$ cat src/rtl/uart_tx_param_if.sv
// Input handshake bundle for uart_tx_param.
// The producer (register bank or DMA) drives the master side and the transmitter is the slave.
interface uart_tx_param_if #(
  parameter int DATA_W = 8
);
  logic [DATA_W-1:0] in_data;
  logic              in_valid;
  logic              in_ready;

  modport master (
    output in_data,
    output in_valid,
    input  in_ready
  );

  modport slave (
    input  in_data,
    input  in_valid,
    output in_ready
  );
endinterface

$ cat src/rtl/uart_tx_param.sv
// Parametrised UART transmitter.
// Sends DATA_W-bit words LSB-first: start bit, data bits, optional parity bit, then one or two stop bits.
// Bit timing follows the external baud_tick strobe, and a frame starts only on a tick.
// parity_mode and stop2 are captured together with each accepted word.
// Build option UART_TX_FIFO_EN replaces the single holding register with a FIFO_DEPTH-entry FIFO.
// Reset is synchronous and active-low.
module uart_tx_param #(
  parameter int DATA_W     = 8,
  parameter int FIFO_DEPTH = 4
) (
  input  logic                 clk,
  input  logic                 reset,
  input  logic                 baud_tick,
  uart_tx_param_if.slave       in_if,
  input  logic [1:0]           parity_mode,
  input  logic                 stop2,
  output logic                 tx,
  output logic                 busy
);

  localparam int CNT_W = (DATA_W > 1) ? $clog2(DATA_W) : 1;
  localparam logic [CNT_W-1:0] CNT_LAST = CNT_W'(DATA_W - 1);

  // Stop elaboration when the parameters are outside the supported range.
  if (DATA_W < 5 || DATA_W > 9 || FIFO_DEPTH < 2 || FIFO_DEPTH > 16 ||
      (FIFO_DEPTH & (FIFO_DEPTH - 1)) != 0) begin : g_badParam
    $error("uart_tx_param: DATA_W must be 5..9 and FIFO_DEPTH a power of two in 2..16");
  end

  typedef enum logic [2:0] {
    IDLE,
    START,
    DATA,
    PARITY,
    STOP1,
    STOP2
  } state_t;

  state_t             state_q, state_d;
  logic [CNT_W-1:0]   cnt_q, cnt_d;
  logic [DATA_W-1:0]  shift_q, shift_d;
  logic               tx_q, tx_d;
  logic               parEn_q, parEn_d;
  logic               parBit_q, parBit_d;
  logic               twoStop_q, twoStop_d;

  // Head of the pending-word storage: the holding register or the FIFO head.
  logic               pendValid;
  logic [DATA_W-1:0]  pendData;
  logic [1:0]         pendMode;
  logic               pendStop2;

  logic               loadWord;
  logic               accept;

  assign accept = in_if.in_valid && in_if.in_ready;

`ifdef UART_TX_FIFO_EN

  localparam int PTR_W = $clog2(FIFO_DEPTH);

  logic [DATA_W-1:0] fifoData_q  [FIFO_DEPTH];
  logic [1:0]        fifoMode_q  [FIFO_DEPTH];
  logic              fifoStop2_q [FIFO_DEPTH];
  logic [PTR_W-1:0]  wrPtr_q, wrPtr_d;
  logic [PTR_W-1:0]  rdPtr_q, rdPtr_d;
  logic [PTR_W:0]    count_q, count_d;
  logic              fifoFull;

  assign fifoFull       = (count_q == (PTR_W + 1)'(FIFO_DEPTH));
  assign in_if.in_ready = reset && !fifoFull;

  assign pendValid = (count_q != '0);
  assign pendData  = fifoData_q[rdPtr_q];
  assign pendMode  = fifoMode_q[rdPtr_q];
  assign pendStop2 = fifoStop2_q[rdPtr_q];

  // FIFO pointer and occupancy update: push on accept, pop when the shifter loads.
  always_comb begin
    wrPtr_d = wrPtr_q;
    rdPtr_d = rdPtr_q;
    count_d = count_q;
    if (accept) begin
      wrPtr_d = wrPtr_q + PTR_W'(1);
    end
    if (loadWord) begin
      rdPtr_d = rdPtr_q + PTR_W'(1);
    end
    case ({accept, loadWord})
      2'b10:   count_d = count_q + (PTR_W + 1)'(1);
      2'b01:   count_d = count_q - (PTR_W + 1)'(1);
      default: count_d = count_q;
    endcase
  end

  // FIFO control registers; reset empties the FIFO.
  always_ff @(posedge clk) begin
    if (!reset) begin
      wrPtr_q <= '0;
      rdPtr_q <= '0;
      count_q <= '0;
    end else begin
      wrPtr_q <= wrPtr_d;
      rdPtr_q <= rdPtr_d;
      count_q <= count_d;
    end
  end

  // FIFO storage holds the word together with its frame configuration.
  always_ff @(posedge clk) begin
    if (accept) begin
      fifoData_q[wrPtr_q]  <= in_if.in_data;
      fifoMode_q[wrPtr_q]  <= parity_mode;
      fifoStop2_q[wrPtr_q] <= stop2;
    end
  end

`else

  logic              holdFull_q, holdFull_d;
  logic [DATA_W-1:0] holdData_q, holdData_d;
  logic [1:0]        holdMode_q, holdMode_d;
  logic              holdStop2_q, holdStop2_d;

  assign in_if.in_ready = reset && !holdFull_q;

  assign pendValid = holdFull_q;
  assign pendData  = holdData_q;
  assign pendMode  = holdMode_q;
  assign pendStop2 = holdStop2_q;

  // Holding register: a load empties it, and an accept can only happen while it is already empty.
  always_comb begin
    holdFull_d  = holdFull_q;
    holdData_d  = holdData_q;
    holdMode_d  = holdMode_q;
    holdStop2_d = holdStop2_q;
    if (loadWord) begin
      holdFull_d = 1'b0;
    end else if (accept) begin
      holdFull_d  = 1'b1;
      holdData_d  = in_if.in_data;
      holdMode_d  = parity_mode;
      holdStop2_d = stop2;
    end
  end

  // Holding register state; reset empties it.
  always_ff @(posedge clk) begin
    if (!reset) begin
      holdFull_q  <= 1'b0;
      holdData_q  <= '0;
      holdMode_q  <= 2'b00;
      holdStop2_q <= 1'b0;
    end else begin
      holdFull_q  <= holdFull_d;
      holdData_q  <= holdData_d;
      holdMode_q  <= holdMode_d;
      holdStop2_q <= holdStop2_d;
    end
  end

`endif

  // Frame sequencer: every transition and every tx change happens only on a baud tick.
  always_comb begin
    state_d   = state_q;
    cnt_d     = cnt_q;
    shift_d   = shift_q;
    tx_d      = tx_q;
    parEn_d   = parEn_q;
    parBit_d  = parBit_q;
    twoStop_d = twoStop_q;
    loadWord  = 1'b0;

    if (baud_tick) begin
      case (state_q)
        IDLE: begin
          if (pendValid) begin
            loadWord = 1'b1;
            tx_d     = 1'b0;
            state_d  = START;
          end
        end
        START: begin
          tx_d    = shift_q[0];
          shift_d = shift_q >> 1;
          cnt_d   = '0;
          state_d = DATA;
        end
        DATA: begin
          if (cnt_q == CNT_LAST) begin
            if (parEn_q) begin
              tx_d    = parBit_q;
              state_d = PARITY;
            end else begin
              tx_d    = 1'b1;
              state_d = STOP1;
            end
          end else begin
            tx_d    = shift_q[0];
            shift_d = shift_q >> 1;
            cnt_d   = cnt_q + CNT_W'(1);
          end
        end
        PARITY: begin
          tx_d    = 1'b1;
          state_d = STOP1;
        end
        STOP1: begin
          if (twoStop_q) begin
            tx_d    = 1'b1;
            state_d = STOP2;
          end else if (pendValid) begin
            loadWord = 1'b1;
            tx_d     = 1'b0;
            state_d  = START;
          end else begin
            state_d = IDLE;
          end
        end
        STOP2: begin
          if (pendValid) begin
            loadWord = 1'b1;
            tx_d     = 1'b0;
            state_d  = START;
          end else begin
            state_d = IDLE;
          end
        end
        default: begin
          tx_d    = 1'b1;
          state_d = IDLE;
        end
      endcase
    end

    if (loadWord) begin
      shift_d   = pendData;
      parEn_d   = (pendMode == 2'b01) || (pendMode == 2'b10);
      parBit_d  = (pendMode == 2'b01) ? (^pendData) : (~^pendData);
      twoStop_d = pendStop2;
    end
  end

  // Sequencer registers; reset abandons any frame and drives the line idle high.
  always_ff @(posedge clk) begin
    if (!reset) begin
      state_q   <= IDLE;
      cnt_q     <= '0;
      shift_q   <= '0;
      tx_q      <= 1'b1;
      parEn_q   <= 1'b0;
      parBit_q  <= 1'b0;
      twoStop_q <= 1'b0;
    end else begin
      state_q   <= state_d;
      cnt_q     <= cnt_d;
      shift_q   <= shift_d;
      tx_q      <= tx_d;
      parEn_q   <= parEn_d;
      parBit_q  <= parBit_d;
      twoStop_q <= twoStop_d;
    end
  end

  assign tx   = tx_q;
  assign busy = (state_q != IDLE) || pendValid;

endmodule
$ cat src/flat_wrapper.sv
// flat-port wrapper written by rule: the top's interface ports become plain ports
module uart_tx_param_flat 
#(
  parameter int DATA_W     = 8,
  parameter int FIFO_DEPTH = 4
)
  (clk, reset, baud_tick, parity_mode, stop2, tx, busy, in_if_in_data, in_if_in_valid, in_if_in_ready);
  uart_tx_param_if #(.DATA_W(DATA_W)) in_if_i ();
  input  logic clk;
  input  logic reset;
  input  logic baud_tick;
  input  logic [1:0] parity_mode;
  input  logic stop2;
  output logic tx;
  output logic busy;
  input wire logic [$bits(in_if_i.in_data)-1:0] in_if_in_data;
  input wire logic [$bits(in_if_i.in_valid)-1:0] in_if_in_valid;
  output wire logic [$bits(in_if_i.in_ready)-1:0] in_if_in_ready;
  assign in_if_i.in_data = in_if_in_data;
  assign in_if_i.in_valid = in_if_in_valid;
  assign in_if_in_ready = in_if_i.in_ready;
  uart_tx_param #(.DATA_W(DATA_W), .FIFO_DEPTH(FIFO_DEPTH)) u_core (.clk(clk), .reset(reset), .baud_tick(baud_tick), .in_if(in_if_i), .parity_mode(parity_mode), .stop2(stop2), .tx(tx), .busy(busy));
endmodule
$ cat config.mk
export PLATFORM = sky130hd
export DESIGN_NAME = uart_tx_param_flat
export DESIGN_NICKNAME = d
export VERILOG_FILES = /design/src/rtl/uart_tx_param_if.sv /design/src/rtl/uart_tx_param.sv /design/src/flat_wrapper.sv
export SDC_FILE = /design/constraint.sdc
export NUM_CORES = 1
export LEC_CHECK = 0
export ABC_AREA = 1
export CAP_MARGIN = 20
export CORE_UTILIZATION = 29
export DETAILED_ROUTE_END_ITERATION = 8
export SKIP_LAST_GASP = 1
export SYNTH_ARGS = -nofsm -noshare
export SYNTH_HDL_FRONTEND = slang
export SYNTH_SLANG_ARGS = --single-unit
$ cat constraint.sdc
create_clock -name clk -period 1.5 [get_ports clk]
set_input_delay 0.3 -clock clk [delete_from_list [all_inputs] [get_ports clk]]
set_output_delay 0.3 -clock clk [all_outputs]
set_load 0.02 [all_outputs]
==> flow_metrics.py, run 1 <==
metrics = {
    "worst_setup_path": {
        "reg2reg_slack_ps": 110,
        "crit_path_end_kind": "output pin",
        "crit_buf_inv": 3,
        "reg2reg_from": "u_core.holdFull_q",
        "max_stage_delay_ps": 490,
        "crit_path_cell_trace": "clkdlybuf4s50_1 -> inv_2 -> nor2_1 -> clkdlybuf4s15_1",
        "cpMaxStageDelayCell": "clkdlybuf4s50_1",
        "path_delay_family": "buffers and inverters",
        "cp-start-kind": "primary input",
        "criticalPathCategory": "primary input to output pin",
        "reg2reg_depth": 8,
        "critical_path_arrival_ps": 1220,
        "crit_required_ps": 1200,
        "path_depth": 4,
        "r2r-end": "u_core.shift_q[5]",
        "worstPathMaxFanout": 2,
    },
    "synthesis": {
        "ys_seq_elements": 30,
        "synth_adder_area_share_pct": 2.449,
        "syn_area_um2": 1533,
        "synth_top_family_by_area": "simple AND/OR/NAND/NOR gates",
        "synth_nets": 247,
        "ys.warnings.count": 0,
        "synth_xor_area_share_pct": 0.5714,
        "syn-instance-count": 229,
        "synth_compound_area_share_pct": 15.35,
        "synth-simple-area-share_pct": 31.92,
        "ys_seq_area_share_pct": 39.18,
        "synth_mux_area_share_pct": 0,
        "synth.distinct_cells": 22,
        "avgSynthCellArea_um2": 6.693,
    },
    "timing": {
        "finClkSkew_ps": 4.639,
        "final-hold-violation-count": 0,
        "setup_viol": 1,
        "fin_tns_setup_ps": -17.94,
        "fmax_mhz": 658.8,
        "max_slew_margin_pct": 79.30,
        "period_needed_ps": 1518,
        "whs_ps": 433.1,
        "rsz0062_at_grt": "yes",
        "slew_violations": 0,
        "tightest_slew_ps": 310.5,
        "fin_ws_ps": -17.94,
        "fin_crit_sh_pct": 101.2,
    },
    "drt": {
        "vias": 1526,
        "drc": 0,
        "drtAntennaViolNets": 0,
        "drt-total-wl_mm": 3.484,
        "wl_per_cell_um": 10.49,
        "drt_iter0_markers": 114,
        "vias_per_cell": 4.596,
        "first_pass_iters": 5,
    },
    "place": {
        "hpwl_mm": 2.508,
        "port_buffers": 17,
        "globalplace.congestion": 0.7699,
    },
    "clocking": {
        "clock-sinks": 30,
        "h-tree-depth": 2,
        "cts_hold_buffers": 0,
        "cts_tree": "done",
        "cts_buffers": 5,
        "clk_latency_ps": 280,
        "clk_pin_slew_worst_paths_ps": 70,
        "clockBufferDepth": 2,
        "clockRootBuffer": "clkbuf_8",
    },
    "floorplanning": {
        "die_area_um2": 5580,
        "initial_core_util_pct": 30.01,
        "rows": 26,
        "core_um2": 5107,
        "boundaryPins": 18,
        "die_w_um": 74.70,
        "die_height_um": 74.70,
    },
    "final_layout": {
        "fin_nets": 279,
        "drive_above_1_share_pct": 17.94,
        "syn_to_final_growth_pct": 32.00,
        "layout_common_cells": "nand2_1, dfxtp_1, inv_1",
        "diodes": 0,
        "layout_commonest_cell": "nand2_1",
    },
    "pwr": {
        "power_uw": 1953,
        "ir_worst_vdd_mv": 0.3061,
        "power_leakage_uw": 0.0008829,
        "p_per_area_nw_per_um2": 965.2,
    },
    "global_routing": {
        "grt_pass1_vias": 1388,
        "overflow": 0,
        "grt_use_total_pct": 14.03,
        "grt_pass1_wl_mm": 6.030,
        "grt_max_degree": 25,
        "grt_antenna_before_repair": 0,
    },
    "worst_hold_path": {
        "hold_path_startpoint": "u_core.cnt_q[0]",
        "hold_depth": 1,
        "hold_end": "u_core.cnt_q[0]",
        "hold_path.class": "flop to flop",
    },
    "run": {
        "drv_cap": 0,
    },
    "status": {
        "status": "complete, but fails checks",
        "violations": "negative setup slack",
    },
}
stage by stage:
stage / area, um2 / worst slack (ps) / std cells / util [%]
final: 2023 / -17.94 / 332 / 39.61
after global routing: 2023 / -69.88 / 332 / 39.61
after CTS: 1968 / -46.48 / 331 / 38.54
after detailed placement: 1876 / -325.4 / 323 / 36.72
after global placement: 1876 / -322.5 / 323 / 36.72
after floorplan: 1533 / 195.1 / 229 / -
worst max-delay path by stage:
stage,startpoint,to,slack (ps)
finish,reset,in_if_in_ready,-20
global route,reset,in_if_in_ready,-70
CTS,reset,in_if_in_ready,-50
detailed placement,reset,in_if_in_ready,-330
global placement,reset,in_if_in_ready,-320
floorplan,u_core.cnt_q[0],u_core.state_q[2],200
cells by family after synthesis:
| kind of cell | count (synthesis) |
|---|---|
| simple gates | 115 |
| compound gates | 42 |
| buf+inv | 38 |
| flops | 30 |
| fa+ha+maj | 3 |
| xor+xnor | 1 |
layer usage:
metal | up-vias | wire, um | track usage, %
met5 | - | 0 | 0
met4 | 0 | 62 | 6.289
met3 | 7 | 88 | 2.410
met2 | 21 | 1648 | 23.62
met1 | 700 | 1685 | 17.54
li1 | 798 | - | -
report_power, final:
group / switching (uW) / internal (uW)
Sequential: 29.4 / 840
Clock: 320 / 368
Combinational: 222 / 173
Total: 571 / 1380
worst reg2reg max path: cells and delay by family, from the launching register on:
kind / cells / cell delay [ps]
DFF: 1 / 360
AOI/OAI and AO/OA: 2 / 240
and+or+nand+nor: 4 / 430
buffers and inverters: 2 / 300
state kept, by name (all words and copies together) (netlist names), 2 cells and up:
register / flops
u_core.cnt_q: 3
u_core.state_q: 3
u_core.holdData_q: 8
u_core.holdMode_q: 2
u_core.shift_q: 8
synthesized netlist by cell type:
library cell   n  area, um2
inv_2          7      26.28
ha_1           3      37.54
nor2_2         2      12.51
nand3_1       21      105.1
xnor2_1        1      8.760
nand2_1       71      266.5
buf_2          3      15.01
nor2_1        15      56.30
o31ai_1        8      60.06
o21bai_1       1      7.510
buf_6          2      22.52
o21ai_0        3      15.01
nor3_2         1      10.01
clkbuf_1       2      7.510
inv_1         24      90.09
nand3_2        2      20.02
a211oi_1       1      7.510
a21oi_1       16      80.08
dfxtp_1       30      600.6
or2_1          1      6.260
o21ai_1       13      65.06
nand2_2        2      12.51
layout make-up:
class	instances	area, um2
repair buffers	32	309.0
flip-flops and latches	30	601.8
inverters	31	116.4
clock buffers	6	82.58
clock inverters	2	12.51
fillers	564	3084
well taps	70	87.58
multi-input cells	161	813.3
repair_timing:
action,4_1_cts,5_1_grt
pin swaps,0,4
buffers inserted,0,1
setup endpoints to repair,3,16
gates resized for setup,4,16
(Power assumes the default switching activity.)
==> run 2: changes to the inputs <==
--- a/config.mk
+++ b/config.mk
@@ -9,6 +9,7 @@
 export CAP_MARGIN = 20
 export CORE_UTILIZATION = 29
 export DETAILED_ROUTE_END_ITERATION = 8
+export SKIP_CTS_REPAIR_TIMING = 1
 export SKIP_LAST_GASP = 1
 export SYNTH_ARGS = -nofsm -noshare
 export SYNTH_HDL_FRONTEND = slang
==> run 2 against run 1 <==
The run now ends clean. Register-to-register slack about the same. Non-clock buffer count fell by 1. Combinational power is 2% lower. Power is 0.21% lower.
==> flow_metrics.py, run 2 (synthesis gave the netlist of run 1 again) <==
metrics = {
    "status": {
        "status": "finished clean",
    },
    "timing": {
        "rsz0062_at_grt": "yes",
        "fmax_mhz": 700.5,
        "final-hold-violation-count": 0,
        "fin_crit_sh_pct": 95.16,
        "period_needed_ps": 1427,
        "fin_ws_ps": 72.54,
        "setup_viol": 0,
        "slew_violations": 0,
        "fin_tns_setup_ps": 0,
        "tightest_slew_ps": 293.0,
        "finClkSkew_ps": 5.649,
        "max_slew_margin_pct": 80.47,
    },
    "run": {
        "drv_cap": 0,
    },
    "pwr": {
        "p_comb_share_pct": 19.9,
        "clkPwrFrac_pct": 35.5,
        "p_per_area_nw_per_um2": 970.9,
        "seqPwrFrac_pct": 44.6,
        "power_leakage_uw": 0.0009013,
        "p_sw_share_pct": 29.13,
        "p_sw_uw": 567.6,
        "p_int_uw": 1381,
        "ir_worst_vdd_mv": 0.3085,
    },
    "global_routing": {
        "grt_pass1_vias": 1388,
        "grt_pass1_wl_mm": 6.030,
        "grt_max_degree": 25,
        "overflow": 0,
        "grt_antenna_before_repair": 0,
        "grt_use_total_pct": 14.03,
    },
    "worst_setup_path": {
        "worstPathMaxFanout": 2,
        "crit_buf_inv": 3,
        "path_delay_family": "buffers and inverters",
        "cpMaxStageDelayCell": "clkdlybuf4s50_1",
        "max_stage_delay_ps": 490,
        "crit_path_end_kind": "output pin",
        "crit_required_ps": 1200,
        "cp-start-kind": "primary input",
        "critical_path_arrival_ps": 1130,
        "crit_path_cell_trace": "clkdlybuf4s50_1 -> inv_2 -> nor2_1 -> dlymetal6s2s_1",
        "criticalPathCategory": "primary input to output pin",
    },
    "place": {
        "pre_cts_slack_ps": -325.4,
        "port_buffers": 17,
        "globalplace.congestion": 0.7699,
        "hpwl_mm": 2.508,
    },
    "clocking": {
        "clk_latency_ps": 290,
        "clk_pin_slew_worst_paths_ps": 60,
        "h-tree-depth": 2,
        "clock-sinks": 30,
        "clockBufferDepth": 2,
        "cts_buffers": 5,
        "clockRootBuffer": "clkbuf_8",
        "cts_tree": "done",
    },
    "final_layout": {
        "diodes": 0,
        "layout_commonest_cell": "nand2_1",
        "layout_common_cells": "nand2_1, dfxtp_1, inv_1",
        "largestRegisters": "u_core.holdData_q: 8 flops, u_core.shift_q: 8 flops",
        "syn_to_final_growth_pct": 30.94,
        "drive_above_1_share_pct": 16.09,
        "fin_nets": 278,
    },
    "floorplanning": {
        "rows": 26,
        "boundaryPins": 18,
        "die_w_um": 74.70,
        "die_area_um2": 5580,
        "die_height_um": 74.70,
        "initial_core_util_pct": 30.01,
        "core_um2": 5107,
    },
    "drt": {
        "drt_iter0_markers": 117,
        "wl_per_cell_um": 10.48,
        "drtAntennaViolNets": 0,
        "drt-total-wl_mm": 3.470,
        "vias_per_cell": 4.616,
        "drc": 0,
        "vias": 1528,
        "first_pass_iters": 4,
    },
    "worst_hold_path": {
        "hold_path.class": "flop to flop",
    },
}
==> run 2: worst paths after layout <==
| kind | from | to | slack (ps) | cells past startpoint |
|---|---|---|---|---|
| worst min-delay path | u_core.holdStop2_q | u_core.holdStop2_q | 470 | 2 |
| worst max register to register | u_core.cnt_q[0] | u_core.state_q[1] | 120 | 7 |
| worst min register to register | u_core.holdStop2_q | u_core.holdStop2_q | 470 | 2 |
| worst max-delay path | reset | in_if_in_ready | 70 | 4 |
==> run 2: metrics by stage <==
step           instances  hold WS, ps  utilization [%]  cell area (um2)  power, uW
3_5_place_dp         323        453.0            36.72             1876       1270
6_report             331        466.3            39.29             2007       1949
5_1_grt              331        486.1            39.29             2007       2064
3_3_place_gp         323        451.8            36.72             1876       1266
2_1_floorplan        229        410.6                -             1533       1120
4_1_cts              331        466.1            38.58             1971       1966
==> run 2: area by class of cell <==
| class | instances | area, um2 |
|---|---|---|
| repair buffers | 31 | 311.5 |
| fillers | 567 | 3100 |
| inverters | 31 | 116.4 |
| clock buffers | 6 | 82.58 |
| well taps | 70 | 87.58 |
| flip-flops and latches | 30 | 600.6 |
| multi-input cells | 161 | 795.8 |
| clock inverters | 2 | 12.51 |
==> run 2: routing by layer <==
layer / share of wire, % / vias up / global-route usage, %
met5: 0 / - / 0
met3: 3.0 / 6 / 2.410
met4: 1.8 / 0 / 6.289
met2: 48 / 28 / 23.62
met1: 48 / 697 / 17.54
li1: - / 797 / -
==> run 2: worst min-delay path: cells and delay by family (launching register included) <==
family             cells  cell delay, ps
DFF                    1             310
and+or+nand+nor        1              50
AOI/OAI and AO/OA      1              60
==> run 2: power groups by stage <==
stage	Combinational (uW)	Sequential, uW	Clock [uW]
floorplan	235	886	0
global placement	379	887	0
detailed placement	383	887	0
CTS	385	869	712
global route	440	874	749
finish	388	869	691
